==> src/rtl/sd_wb_block_dma.sv <==
// Wishbone B3 classic master moving one 128-word sector between system memory and the
// SD block manager's read/write buffer BRAM ports, one single-beat bus cycle per word.
module sd_wb_block_dma #(
  parameter logic [31:0] BASE_ADDR = 32'h0000_0000,
  parameter int unsigned WORDS     = 128
) (
  input  logic        clk_50,
  input  logic        reset_n,
  input  logic        ext_read_act,
  input  logic [31:0] ext_read_addr,
  input  logic        ext_read_stop,
  output logic        ext_read_go,
  input  logic        ext_write_act,
  input  logic [31:0] ext_write_addr,
  output logic        ext_write_done,
  output logic [6:0]  bram_rd_ext_addr,
  output logic        bram_rd_ext_wren,
  output logic [31:0] bram_rd_ext_data,
  output logic [6:0]  bram_wr_ext_addr,
  input  logic [31:0] bram_wr_ext_q,
  output logic [31:0] wb_adr_o,
  output logic [31:0] wb_dat_o,
  input  logic [31:0] wb_dat_i,
  output logic [3:0]  wb_sel_o,
  output logic        wb_we_o,
  output logic        wb_cyc_o,
  output logic        wb_stb_o,
  input  logic        wb_ack_i,
  input  logic        wb_err_i,
  output logic        bus_err
);

  localparam logic [6:0] LastIdx = 7'(WORDS - 1);

  typedef enum logic [2:0] {
    StIdle, StRdReq, StRdGo, StRdRel, StWrFetch, StWrReq, StWrDone
  } state_e;

  state_e      state_q, state_d;
  logic [6:0]  idx_q, idx_d;
  logic [31:0] sector_q, sector_d;
  logic        cyc_q, cyc_d;
  logic        we_q, we_d;
  logic [31:0] adr_q, adr_d;
  logic [31:0] dat_q, dat_d;
  logic [6:0]  rd_addr_q, rd_addr_d;
  logic [31:0] rd_data_q, rd_data_d;
  logic        wren_q, wren_d;
  logic [6:0]  wr_addr_q, wr_addr_d;
  logic        bus_err_q, bus_err_d;
  logic        term;
  logic [31:0] word_adr;

  assign term     = wb_ack_i | wb_err_i;
  // Sector bits above 22 fall off the shift; the sum wraps silently.
  assign word_adr = BASE_ADDR + (sector_q << 9) + {23'b0, idx_q, 2'b00};

  always_comb begin
    state_d   = state_q;
    idx_d     = idx_q;
    sector_d  = sector_q;
    cyc_d     = cyc_q;
    we_d      = we_q;
    adr_d     = adr_q;
    dat_d     = dat_q;
    rd_addr_d = rd_addr_q;
    rd_data_d = rd_data_q;
    wren_d    = 1'b0;
    wr_addr_d = wr_addr_q;
    bus_err_d = bus_err_q;
    unique case (state_q)
      StIdle: begin
        if (ext_read_act) begin
          sector_d  = ext_read_addr;
          idx_d     = '0;
          bus_err_d = 1'b0;
          state_d   = StRdReq;
        end else if (ext_write_act) begin
          sector_d  = ext_write_addr;
          idx_d     = '0;
          bus_err_d = 1'b0;
          wr_addr_d = '0;
          state_d   = StWrFetch;
        end
      end
      StRdReq: begin
        if (!cyc_q) begin
          cyc_d = 1'b1;
          we_d  = 1'b0;
          adr_d = word_adr;
        end else if (term) begin
          cyc_d     = 1'b0;
          rd_data_d = wb_dat_i;
          rd_addr_d = idx_q;
          wren_d    = 1'b1;
          if (wb_err_i) bus_err_d = 1'b1;
          if (idx_q == LastIdx) state_d = StRdGo;
          else                  idx_d   = idx_q + 7'd1;
        end
      end
      StRdGo: begin
        if (ext_read_stop) state_d = StRdRel;
      end
      StRdRel: begin
        // Wait for both handshakes to fall so a stale act cannot re-trigger.
        if (!ext_read_act && !ext_read_stop) state_d = StIdle;
      end
      StWrFetch: begin
        state_d = StWrReq;
      end
      StWrReq: begin
        if (!cyc_q) begin
          cyc_d = 1'b1;
          we_d  = 1'b1;
          adr_d = word_adr;
          dat_d = bram_wr_ext_q;
        end else if (term) begin
          cyc_d = 1'b0;
          we_d  = 1'b0;
          if (wb_err_i) bus_err_d = 1'b1;
          if (idx_q == LastIdx) begin
            state_d = StWrDone;
          end else begin
            idx_d     = idx_q + 7'd1;
            wr_addr_d = idx_q + 7'd1;
            state_d   = StWrFetch;
          end
        end
      end
      StWrDone: begin
        if (!ext_write_act) state_d = StIdle;
      end
      default: state_d = StIdle;
    endcase
  end

  always_ff @(posedge clk_50 or negedge reset_n) begin
    if (!reset_n) begin
      state_q   <= StIdle;
      idx_q     <= '0;
      sector_q  <= '0;
      cyc_q     <= 1'b0;
      we_q      <= 1'b0;
      adr_q     <= '0;
      dat_q     <= '0;
      rd_addr_q <= '0;
      rd_data_q <= '0;
      wren_q    <= 1'b0;
      wr_addr_q <= '0;
      bus_err_q <= 1'b0;
    end else begin
      state_q   <= state_d;
      idx_q     <= idx_d;
      sector_q  <= sector_d;
      cyc_q     <= cyc_d;
      we_q      <= we_d;
      adr_q     <= adr_d;
      dat_q     <= dat_d;
      rd_addr_q <= rd_addr_d;
      rd_data_q <= rd_data_d;
      wren_q    <= wren_d;
      wr_addr_q <= wr_addr_d;
      bus_err_q <= bus_err_d;
    end
  end

  assign ext_read_go      = (state_q == StRdGo);
  assign ext_write_done   = (state_q == StWrDone);
  assign bram_rd_ext_addr = rd_addr_q;
  assign bram_rd_ext_wren = wren_q;
  assign bram_rd_ext_data = rd_data_q;
  assign bram_wr_ext_addr = wr_addr_q;
  assign wb_adr_o         = adr_q;
  assign wb_dat_o         = dat_q;
  assign wb_sel_o         = 4'hF;
  assign wb_we_o          = we_q;
  assign wb_cyc_o         = cyc_q;
  assign wb_stb_o         = cyc_q;
  assign bus_err          = bus_err_q;

endmodule

==> config.mk <==
export PLATFORM = sky130hd
export DESIGN_NAME = sd_wb_block_dma
export DESIGN_NICKNAME = d
export VERILOG_FILES = /design/src/rtl/sd_wb_block_dma.sv
export SDC_FILE = /design/constraint.sdc
export NUM_CORES = 1
export LEC_CHECK = 0
export ABC_AREA = 1
export BUFFER_PORTS_ARGS = -buffer_cell sky130_fd_sc_hd__buf_2
export CAP_MARGIN = 20
export CORE_UTILIZATION = 43
export CTS_CLUSTER_SIZE = 14
export DETAILED_ROUTE_END_ITERATION = 6
export HOLD_SLACK_MARGIN = 0.15
export MAX_ROUTING_LAYER = met4
export PLACE_DENSITY = 0.76
export SLEW_MARGIN = 10
export SYNTH_ARGS = -nofsm -noshare
export SYNTH_HDL_FRONTEND = slang
export SYNTH_SLANG_ARGS = --single-unit
==> constraint.sdc <==
create_clock -name clk_50 -period 1.5 [get_ports clk_50]
set_clock_uncertainty 0.15 [all_clocks]
set_input_delay 0.15 -clock clk_50 [delete_from_list [all_inputs] [get_ports clk_50]]
set_output_delay 0.15 -clock clk_50 [all_outputs]
set_load 0.005 [all_outputs]
After elaboration in Yosys (flattened, before gate mapping)
Cells that the tools add are included.
- input port bits: 135
- register bits: 147
- output and inout bits: 121
- reductions and logical operators: 18
- equal/unequal tests: 25
- add/sub/neg operators: 2
- bitwise operators: 2
- multiplexer cells: 37
- operators with widths (operator ; number):
    23-bit 2-to-1 mux ; 2
    7-bit 2-to-1 mux ; 6
    32-bit by 9-bit adder with 32-bit output ; 1
    3-bit 2-to-1 mux ; 10
    7-bit case mux with 2 select lines ; 2
    2-bit inequality test, second input constant ; 13
    3-bit case mux with 7 select lines ; 1
    1-bit 2-to-1 mux ; 13
    5-bit AND reduction ; 2
    3-bit == test, second input constant ; 3
    9-bit AND reduction ; 1
    2-bit nonzero test ; 4
    7-bit by 1-bit adder with 7-bit output, second input constant ; 1
    7-bit == test, second input constant ; 1
    3-bit by 2-bit == test with 1-bit output, second input constant ; 2
    2-bit by 1-bit inequality test with 1-bit output, second input constant ; 3
    3-bit inequality test, second input constant ; 2
    2-bit AND reduction ; 3
    3-bit AND reduction ; 2
    6-bit AND reduction ; 1
    1-bit case mux with 2 select lines ; 2
    3-bit by 1-bit == test with 1-bit output, second input constant ; 1
    3-bit logical NOT ; 1
    1-bit logical NOT ; 2
    other kinds (5) ; 5

Depth between registers and ports, before layout
Gate-level depths: netlist (run 1).
- depth in word-level cells: 5
- gate-level depth with buffers: 11
- depth with buffers taken out: 9

Least setup slack after synthesis (run 1)
OpenSTA, ideal clock, no wires.
- kind: register to register
- start point: register idx_q[0]
- end point: register wr_addr_q[3] (netlist: bram_wr_ext_addr[3])
- buffers on the path: 1
- setup slack: -27 ps
- cell stages (with the launch flop): 9
- setup time: 123 ps
- required time: 1227 ps
- arrival: 1253 ps
- period minus slack after synthesis: 1527 ps
- path through: dfrtp_1 > ha_1 > nand3_1 > inv_1 > nand2_1 > nand3_1 > buf_2 > nand3_1 > o21ai_1
- longest elaborated chain between the ends: 5
- elaborated cells between the ends (all ways): 8
- those cells by class: add/sub: 1; eq/ne: 2; mux: 4; reduce/logical: 1
- ends and longest elaborated chain (what ; RTL line ; RTL):
    start, declared ; 40 ; logic [6:0] idx_q, idx_d;
    start signal, assigned ; 153 ; idx_q <= idx_d;
    7-bit by 1-bit adder with 7-bit output ; 125 ; wr_addr_d = idx_q + 7'd1;
    7-bit 2-to-1 mux ; 121 ; if (idx_q == LastIdx) begin
    7-bit 2-to-1 mux ; - ;
    7-bit 2-to-1 mux ; 112 ; if (!cyc_q) begin
    7-bit case mux with 2 select lines ; 71 ; unique case (state_q)
    end signal, assigned ; 162 ; wr_addr_q <= wr_addr_d;
    end, declared ; 49 ; logic [6:0] wr_addr_q, wr_addr_d;
Several ways; a longest one is shown, not always the timed one. The select of a mux whose other input is x is not followed.
A chain may end at the register's enable or synchronous reset.

Worst setup path in the final report (run 1)
- start point: register state_q[1]
- end point: register sector_q[20]
- longest elaborated chain between the ends: 2
- ends and longest elaborated chain (what ; RTL line ; RTL):
    start, declared ; 39 ; state_e state_q, state_d;
    start signal, assigned ; 139 ; state_q <= StIdle;
    start signal, assigned ; 152 ; state_q <= state_d;
    3-bit logical NOT ; 71 ;
    2-bit AND reduction (no source line) ; - ;
    end signal, assigned ; 154 ; sector_q <= sector_d;
    end, declared ; 41 ; logic [31:0] sector_q, sector_d;
Every way passes these cells.

==> impl_metrics.py, run 1 <==
metrics = {
    "worst_setup_path": {
        "worstPathArrival_ps": 1850,
        "critical_path.startpoint": "state_q[1]",
        "critPathMaxFanout": 47,
        "worstPathRequired_ps": 1620,
        "worstSetupPathType": "reg2reg",
        "rr_startpoint": "state_q[1]",
        "end_kind": "flop",
        "crit_path_start_kind": "flop",
    },
    "sta": {
        "finalCritPeriodShare": 1.15,
        "grt_setup_unrepaired": "true",
        "final-setup-viol-count": 136,
        "timing.final.crit_period_ps": 1730,
        "layout_setup_ws_ps": -231,
        "fmax_ghz": 0.578,
        "finalHoldViolCount": 0,
        "fin_tns_setup_ps": -7710,
        "slew_viol_final": 0,
    },
    "clocking": {
        "clk_path_buf_depth": 2,
        "htree_levels": 4,
        "path_clk_slew_ps": 60,
        "worstSkewPairLatency_ps": 410,
        "cts.sink_count": 145,
        "tritoncts": "built",
        "root_buffer": "clkbuf_16",
        "cts_buffers": 17,
    },
    "grt": {
        "grt_max_degree": 48,
        "first_global_vias": 6729,
        "antenna_found_initial": 1,
        "grt-ovfl-total": 0,
        "grt_pass1_wl_um": 32000,
        "grt_usage": 0.292,
    },
    "place": {
        "detailedPlace.worstSlack_ps": -100,
        "dp.cells": 1133,
        "dp_hpwl_um": 10800,
        "io_buffers": 231,
        "gp_congestion": 0.826,
    },
    "route": {
        "vias_per_cell": 5.17,
        "firstDrtPassIters": 5,
        "drtIter0Drc": 498,
        "postRouteAntennaNets": 0,
        "routed_wl_um": 23000,
        "drc": 0,
        "wl_per_cell_um": 17.4,
        "vias": 6854,
    },
    "power_and_ir_drop": {
        "power_leakage_nw": 5.70,
        "total_power_mw": 19.6,
        "p_per_area_nw_per_um2": 1800,
        "peakVddDrop_mv": 0.971,
    },
    "run": {
        "max-cap-violations": 0,
    },
    "cells_and_area": {
        "areaGrowthSynthToFinish_pct": 78.3,
        "fin_nets": 1271,
        "final_cell_count_no_fill": 1325,
        "drive_gt1_frac": 0.421,
    },
    "floorplanning": {
        "core_area_um2": 13900,
        "rows": 43,
        "io_pins": 256,
        "initial_utilization": 0.439,
        "die_x_um": 121,
        "die_h_um": 121,
        "die_area_um2": 14700,
    },
    "outcome": {
        "status": "finished, violations left",
        "violations": "setup timing",
    },
    "yosys": {
        "yosys-top-cells-count": "nand2_1, dfrtp_1, nor2_1, nand3_1, o31ai_1",
        "synth_area_um2": 6100,
        "synthFlopType": "dfrtp_1",
        "synth_edf_count": 0,
        "yosys_register_bits": 145,
        "yosysUniqueCellTypes": 24,
        "postSynthCellCount": 714,
        "yosysMostFrequentCell": "nand2_1",
        "seq_area_frac_synth": 0.595,
        "synth_area_leaders": "dfrtp_1, nand2_1, nand3_1",
        "yosysWarnings": 0,
        "async_flop_share": 1.00,
        "postSynthAreaPerCell_um2": 8.54,
        "yosysTopAreaCell": "dfrtp_1",
        "synth_top_area_share": 0.595,
    },
    "min_path": {
        "min-delay-path-class": "in2reg",
        "hold_path_startpoint": "ext_read_act",
    },
}
## final cells by class
type / instances / area [µm²]
fill: 845 / 3010
sequential: 145 / 3630
inverter: 25 / 125
multi-input combinational: 507 / 2800
antenna: 1 / 2.50
clock inverter: 6 / 108
tap: 180 / 225
clock buffer: 22 / 474
timing repair buffer: 438 / 3500
timing repair inverter: 1 / 11.3
## repair_timing
action	in CTS	in global routing
buffers inserted	7	7
pin swaps	4	30
hold endpoints to repair	245	0
endpoints found under the setup margin	111	201
hold buffers	136	0
gates resized for setup	37	182
gates cloned	2	12
## flip-flops by register name, summed over array words and instances, names as in the netlist
register,cells
state_q,3
bus_err,1
wb_we_o,1
bram_rd_ext_data,32
bram_rd_ext_wren,1
sector_q,23
wb_dat_o,32
bram_rd_ext_addr,7
bram_wr_ext_addr,7
wb_adr_o,30
wb_cyc_o,1
idx_q,7
## cells by family (layout without fill, tap and decap cells)
family | Yosys count | in the layout | synth area share
AND/OR/NAND/NOR | 438 | 439 | 0.285
flip-flops | 145 | 145 | 0.595
buffers and inverters | 67 | 492 | 0.0558
AO/OA/AOI/OAI | 60 | 60 | 0.0595
other | 2 | 7 | 0.00123
adder cells (fa/ha/maj) | 1 | 1 | 0.00205
XOR/XNOR | 1 | 1 | 0.00144
## through the flow
| step | hold WS (ps) | instance area [µm²] | utilization |
|---|---|---|---|
| global route | 195 | 10900 | 0.783 |
| detailed placement | -100 | 7720 | 0.556 |
| finish | 198 | 10900 | 0.783 |
| CTS | 151 | 9900 | 0.713 |
| global placement | -99.7 | 7720 | 0.556 |
| floorplan | -296 | 6120 | - |
## cell usage in the layout (no fill, tap or decap), types with 9 or more instances in the layout
cell             n
buf_2          230
nand2_1        228
dfrtp_1        143
dlygate4sd3_1  134
nand2_2         68
nor2_1          58
nand3_1         36
buf_4           35
o21ai_1         26
clkbuf_16       26
nand2_4         19
o31ai_2         19
buf_12          15
inv_1           14
nand3_2         12
nand3_4          9
## routing by layer
metal  vias to the layer above  GRT usage  share of wire
li1                       3091          -              -
met1                      3289      0.320           0.37
met2                       360      0.491           0.52
met3                       114     0.0587          0.057
met4                         0      0.174          0.055
met5                         -          -              0
## path summary, 6_finish.rpt
| kind | endpoint | cells after the start | slack, ps |
|---|---|---|---|
| worst max-delay path | sector_q[20] | 5 | -230 |
| worst min-delay path | state_q[1] | 5 | 200 |
| worst max register to register | sector_q[20] | 5 | -230 |
| worst min register to register | wb_adr_o[19] | 2 | 320 |
| max in group asynchronous | bram_rd_ext_addr[5] | 4 | 60 |
| min in group asynchronous | wb_adr_o[20] | 3 | 600 |
## power by group
group | internal [mW] | switching (mW) | total, mW
registers | 5.50 | 1.14 | 6.64
clock network | 2.71 | 1.54 | 4.24
logic | 4.09 | 4.61 | 8.70
total | 12.3 | 7.28 | 19.6
## worst max-delay path, cell delays in order (launching register included)
cell     delay, ps
dfrtp_1        400
buf_4          150
nor2_2         180
nand2_2        110
buf_12         200
o31ai_2        380
Power figures use the tool's default switching activity.
==> run 2, diff against run 1 <==
--- a/config.mk
+++ b/config.mk
@@ -15,4 +15,5 @@
 export MAX_ROUTING_LAYER = met4
 export PLACE_DENSITY = 0.76
+export SKIP_CTS_REPAIR_TIMING = 1
 export SLEW_MARGIN = 10
 export SYNTH_ARGS = -nofsm -noshare
==> constraint.sdc (replaced) <==
create_clock -name clk_50 -period 1.5 [get_ports clk_50]
set_clock_uncertainty 0.15 [all_clocks]
set_input_delay 0.3 -clock clk_50 [delete_from_list [all_inputs] [get_ports clk_50]]
set_output_delay 0.3 -clock clk_50 [all_outputs]
set_load 0.005 [all_outputs]
==> run 2 against run 1 <==
Effect of this change:
- the flow still finishes with violations (setup timing)
- flip-flop and latch count stayed put
- core utilization is 0.77 points lower
- setup slack worse by 16 ps
- first-iteration DRC count is 3.8% lower
- largest cell class unchanged
- sequential share of layout area is 0.32 points higher
- critical path type is now reg2out
- clock power is 11% higher
- critical path depth stayed put
- final cell count is 1.5% lower
- wire length is 2.0% lower
- via count is 2.6% lower
==> impl_metrics.py, run 2 (synthesis gave the netlist of run 1 again) <==
metrics = {
    "power_and_ir_drop": {
        "p_per_area_nw_per_um2": 1870,
        "total_power_mw": 20.1,
        "power_leakage_nw": 5.65,
        "internal-power_mw": 12.7,
        "comb_power_share": 0.436,
        "seqPwrFrac": 0.331,
        "switching_power_mw": 7.47,
        "p_clk_frac": 0.233,
        "swShare": 0.371,
        "peakVddDrop_mv": 0.940,
    },
    "floorplanning": {
        "die_x_um": 121,
        "die_area_um2": 14700,
        "die_h_um": 121,
        "initial_utilization": 0.439,
        "core_area_um2": 13900,
        "rows": 43,
        "io_pins": 256,
    },
    "worst_setup_path": {
        "worstPathRequired_ps": 1050,
        "crit_end": "ext_write_done",
        "reg2reg_setup_slack_ps": -220,
        "crit_path_start_kind": "flop",
        "r2r_cells": 8,
        "timing.rr.end": "wb_dat_o[23]",
        "worstSetupPathType": "reg2out",
        "critical_path.startpoint": "state_q[0]",
        "worstPathArrival_ps": 1300,
        "rr_startpoint": "state_q[1]",
        "critPathMaxFanout": 4,
        "end_kind": "primary output",
    },
    "clocking": {
        "tritoncts": "built",
        "cts.sink_count": 145,
        "htree_levels": 4,
        "worstSkewPairLatency_ps": 420,
        "path_clk_slew_ps": 60,
        "cts_buffers": 17,
        "root_buffer": "clkbuf_16",
        "clk_path_buf_depth": 2,
    },
    "min_path": {
        "min-delay-path-class": "in2reg",
    },
    "place": {
        "gp_congestion": 0.810,
        "io_buffers": 231,
        "dp_hpwl_um": 10800,
    },
    "sta": {
        "fmax_ghz": 0.572,
        "fin_tns_setup_ps": -16620,
        "finalCritPeriodShare": 1.17,
        "layout_setup_ws_ps": -248,
        "grt_setup_unrepaired": "true",
        "timing.final.crit_period_ps": 1750,
        "finalHoldViolCount": 0,
        "slew_viol_final": 0,
        "final-setup-viol-count": 130,
    },
    "cells_and_area": {
        "mostFrequentLayoutCells": "buf_2, nand2_1, dfrtp_1",
        "insertedDiodeCount": 0,
        "fin_nets": 1249,
        "seqCellArea_um2": 3630,
        "n_fill_cell": 838,
        "fin_util": 0.776,
        "final_common_cell": "buf_2",
        "areaGrowthSynthToFinish_pct": 76.5,
        "drive_gt1_frac": 0.442,
        "multiInputGateArea_um2": 2850,
    },
    "grt": {
        "antenna_found_initial": 0,
        "grt_usage": 0.220,
        "first_global_vias": 5027,
        "grt_pass1_wl_um": 24300,
        "grt-ovfl-total": 0,
        "grt_max_degree": 48,
    },
    "route": {
        "vias": 6675,
        "vias_per_cell": 5.11,
        "firstDrtPassIters": 5,
        "postRouteAntennaNets": 0,
        "wl_per_cell_um": 17.3,
        "routed_wl_um": 22500,
        "drtIter0Drc": 479,
        "drc": 0,
    },
    "outcome": {
        "violations": "setup timing",
        "status": "finished, violations left",
    },
    "run": {
        "max-cap-violations": 0,
    },
}
[run 2: power by group through the flow]
| stage | clock network [mW] | logic (mW) | registers (mW) |
|---|---|---|---|
| 2_1_floorplan | 0 | 3.00 | 6.44 |
| 3_3_place_gp | 0 | 5.66 | 6.30 |
| 3_5_place_dp | 0 | 5.82 | 6.32 |
| 4_1_cts | 4.71 | 5.85 | 6.29 |
| 5_1_grt | 4.93 | 9.47 | 6.81 |
| 6_report | 4.69 | 8.77 | 6.67 |
[run 2: worst max-delay path: stages (launching register included)]
cell and delay (ps):
dfrtp_2 460, buf_6 150, inv_2 30, nand2_1 30
nor2_1 80, buf_2 120
[run 2: layer usage]
| metal | track usage | share of wire | vias to the layer above |
|---|---|---|---|
| li1 | - | - | 3060 |
| met1 | 0.274 | 0.38 | 3182 |
| met2 | 0.354 | 0.53 | 344 |
| met3 | 0.0456 | 0.053 | 89 |
| met4 | 0.0833 | 0.037 | 0 |
| met5 | - | 0 | - |
[run 2: worst min path at each step]
stage | start | to | slack, ps | cells after the start
after floorplan | reset_n | bram_rd_ext_addr[0] | -150 | 0
after global placement | reset_n | sector_q[7] | 30 | 1
after detailed placement | reset_n | sector_q[7] | 30 | 1
after CTS | reset_n | sector_q[7] | -410 | 1
after global routing | reset_n | sector_q[13] | 190 | 2
final | wb_ack_i | wb_cyc_o | 160 | 4
[run 2: cell type report]
class	instances	area share
multi-input combinational	507	0.264
clock buffer	19	0.0411
clock inverter	12	0.0191
timing repair buffer	417	0.305
tap	180	0.0209
inverter	25	0.0123
sequential	145	0.337
[run 2: metrics by stage]
step	hold WS, ps	cells	cell area [µm²]	worst slack [ps]
6_report	157	1305	10800	-248
2_1_floorplan	-146	718	6120	10.4
3_3_place_gp	34.1	1134	7740	-68.0
4_1_cts	-413	1165	8390	-364
5_1_grt	189	1305	10800	-316
3_5_place_dp	31.4	1134	7740	-82.2
==> run 3, diff against run 2 <==
Settings changed: PLACE_DENSITY 0.76 to 0.81.
==> run 3 against run 2 <==
Effect of this change:
- the flow still finishes with violations (setup timing)
- register-to-register slack improved by 50 ps
- flip-flop and latch count unchanged
- die area unchanged
- critical path depth increased by 1
- non-clock buffer count decreased by 6
==> impl_metrics.py, run 3 (synthesis gave the netlist of run 1 again) <==
metrics = {
    "power_and_ir_drop": {
        "p_per_area_nw_per_um2": 1810,
        "power_leakage_nw": 5.42,
        "peakVddDrop_mv": 1.04,
    },
    "clocking": {
        "htree_levels": 4,
        "path_clk_slew_ps": 60,
        "cts_buffers": 17,
        "cts.sink_count": 145,
        "root_buffer": "clkbuf_16",
        "clk_path_buf_depth": 2,
        "worstSkewPairLatency_ps": 410,
        "tritoncts": "built",
    },
    "cells_and_area": {
        "final_common_cell": "nand2_1",
        "fin_nets": 1243,
        "drive_gt1_frac": 0.334,
        "mostFrequentLayoutCells": "nand2_1, buf_2, dfrtp_1",
        "final_cell_count_no_fill": 1300,
        "areaGrowthSynthToFinish_pct": 64.5,
        "insertedDiodeCount": 0,
        "fin_util": 0.723,
    },
    "worst_setup_path": {
        "crit_chain": "inv_2 -> buf_6 -> nor2_4 -> nand2_2 -> inv_2 -> buf_6",
        "crit_path_top_delay_cell": "dfrtp_1",
        "crit_family": "flip-flops",
        "crit_end": "ext_read_go",
        "reg2reg_setup_slack_ps": -170,
        "worstSetupPathType": "reg2out",
        "cp_num_buf_inv": 4,
        "end_kind": "primary output",
        "rr_startpoint": "state_q[0]",
        "critPathMaxFanout": 3,
        "critical_path.startpoint": "state_q[1]",
        "timing.rr.end": "wb_dat_o[9]",
        "crit_path_start_kind": "flop",
        "worstPathRequired_ps": 1050,
        "slowest_delay_ps": 370,
        "worstPathArrival_ps": 1330,
        "worst-path-stages": 6,
        "r2r_cells": 9,
    },
    "route": {
        "postRouteAntennaNets": 0,
        "drc": 0,
        "vias_per_cell": 4.98,
        "drtIter0Drc": 366,
        "routed_wl_um": 20200,
        "wl_per_cell_um": 15.5,
        "firstDrtPassIters": 5,
        "vias": 6480,
    },
    "grt": {
        "use_met1": 0.275,
        "met2_usage": 0.343,
        "grt-ovfl-total": 0,
        "grt_use_met3": 0.0493,
        "grt_pass1_wl_um": 24100,
        "grt_max_degree": 44,
        "first_global_vias": 5086,
        "grt.busiest_layer": "met2",
        "grt_usage": 0.217,
        "antenna_found_initial": 0,
    },
    "min_path": {
        "min-delay-path-class": "in2reg",
    },
    "floorplanning": {
        "die_h_um": 121,
        "die_area_um2": 14700,
        "io_pins": 256,
        "initial_utilization": 0.439,
        "rows": 43,
        "die_x_um": 121,
        "core_area_um2": 13900,
    },
    "sta": {
        "fmax_ghz": 0.561,
        "finalHoldViolCount": 0,
        "grt_setup_unrepaired": "true",
        "slew_viol_final": 0,
        "timing_worst_slew_pin_value_ps": 664,
        "slew_headroom": 0.556,
        "layout_setup_ws_ps": -282,
        "finalCritPeriodShare": 1.19,
        "whs_ps": 129,
        "final-setup-viol-count": 158,
        "timing.final.crit_period_ps": 1780,
    },
    "place": {
        "gp_congestion": 0.838,
        "dp.cells": 1133,
        "dp_hpwl_um": 11000,
        "io_buffers": 231,
    },
    "run": {
        "max-cap-violations": 0,
    },
    "outcome": {
        "violations": "setup timing",
        "status": "finished, violations left",
    },
}
-- run 3: cell types whose count changed in the layout (fill, tap and decap cells not counted), sizes merged --
cell / before / now
buf: 295 / 294
bufinv: 5 / 3
clkbuf: 30 / 26
clkinv: 5 / 6
clkinvlp: 2 / 4
inv: 25 / 24
-- run 3: layout make-up --
class	instances	area, µm²
fillers	966	3850
flip-flops and latches	145	3630
repair buffers	411	3110
multi-input cells	507	2330
clock buffers	20	467
well taps	180	225
clock inverters	12	156
inverters	25	111
-- run 3: where the power goes --
part           internal, mW  leakage (nW)  switching, mW
Combinational          3.46          3.28           3.95
Clock                  2.75         0.295           1.62
Sequential             5.50          1.85          0.897
Total                  11.7          5.42           6.47
-- run 3: worst min-delay path: stages --
cell,delay [ps]
buf_2,90
o21ai_1,100
nand2_4,90
o21ai_0,70
-- run 3: per-layer routing --
metal  part of all wire  wire length, µm  vias to the layer above
li1                   -                -                     3041
met1               0.39             7870                     3099
met2               0.52            10500                      288
met3              0.057             1160                       52
met4              0.030              603                        0
met5                  0                0                        -
-- run 3: worst min path at each step --
stage                     depth (start not counted)  slack, ps                  end                from
after floorplan                                   0       -150  bram_rd_ext_addr[0]             reset_n
after global placement                            1        0.8          sector_q[6]             reset_n
after detailed placement                          1          1          sector_q[6]             reset_n
after CTS                                         1       -450          sector_q[6]             reset_n
after global routing                              3        160         sector_q[15]  ext_write_addr[15]
final                                             4        130             wb_cyc_o            wb_err_i
-- run 3: through the flow --
step                total power, mW  setup slack [ps]  TNS (ps)  cell area (µm²)
CTS                            16.5              -461     -5290             8310
global placement               11.9             -32.9     -1120             7690
floorplan                      9.44              10.4         0             6120
detailed placement             12.1             -96.4     -3000             7690
global route                   19.3              -323    -22570            10000
finish                         18.2              -282    -13630            10000
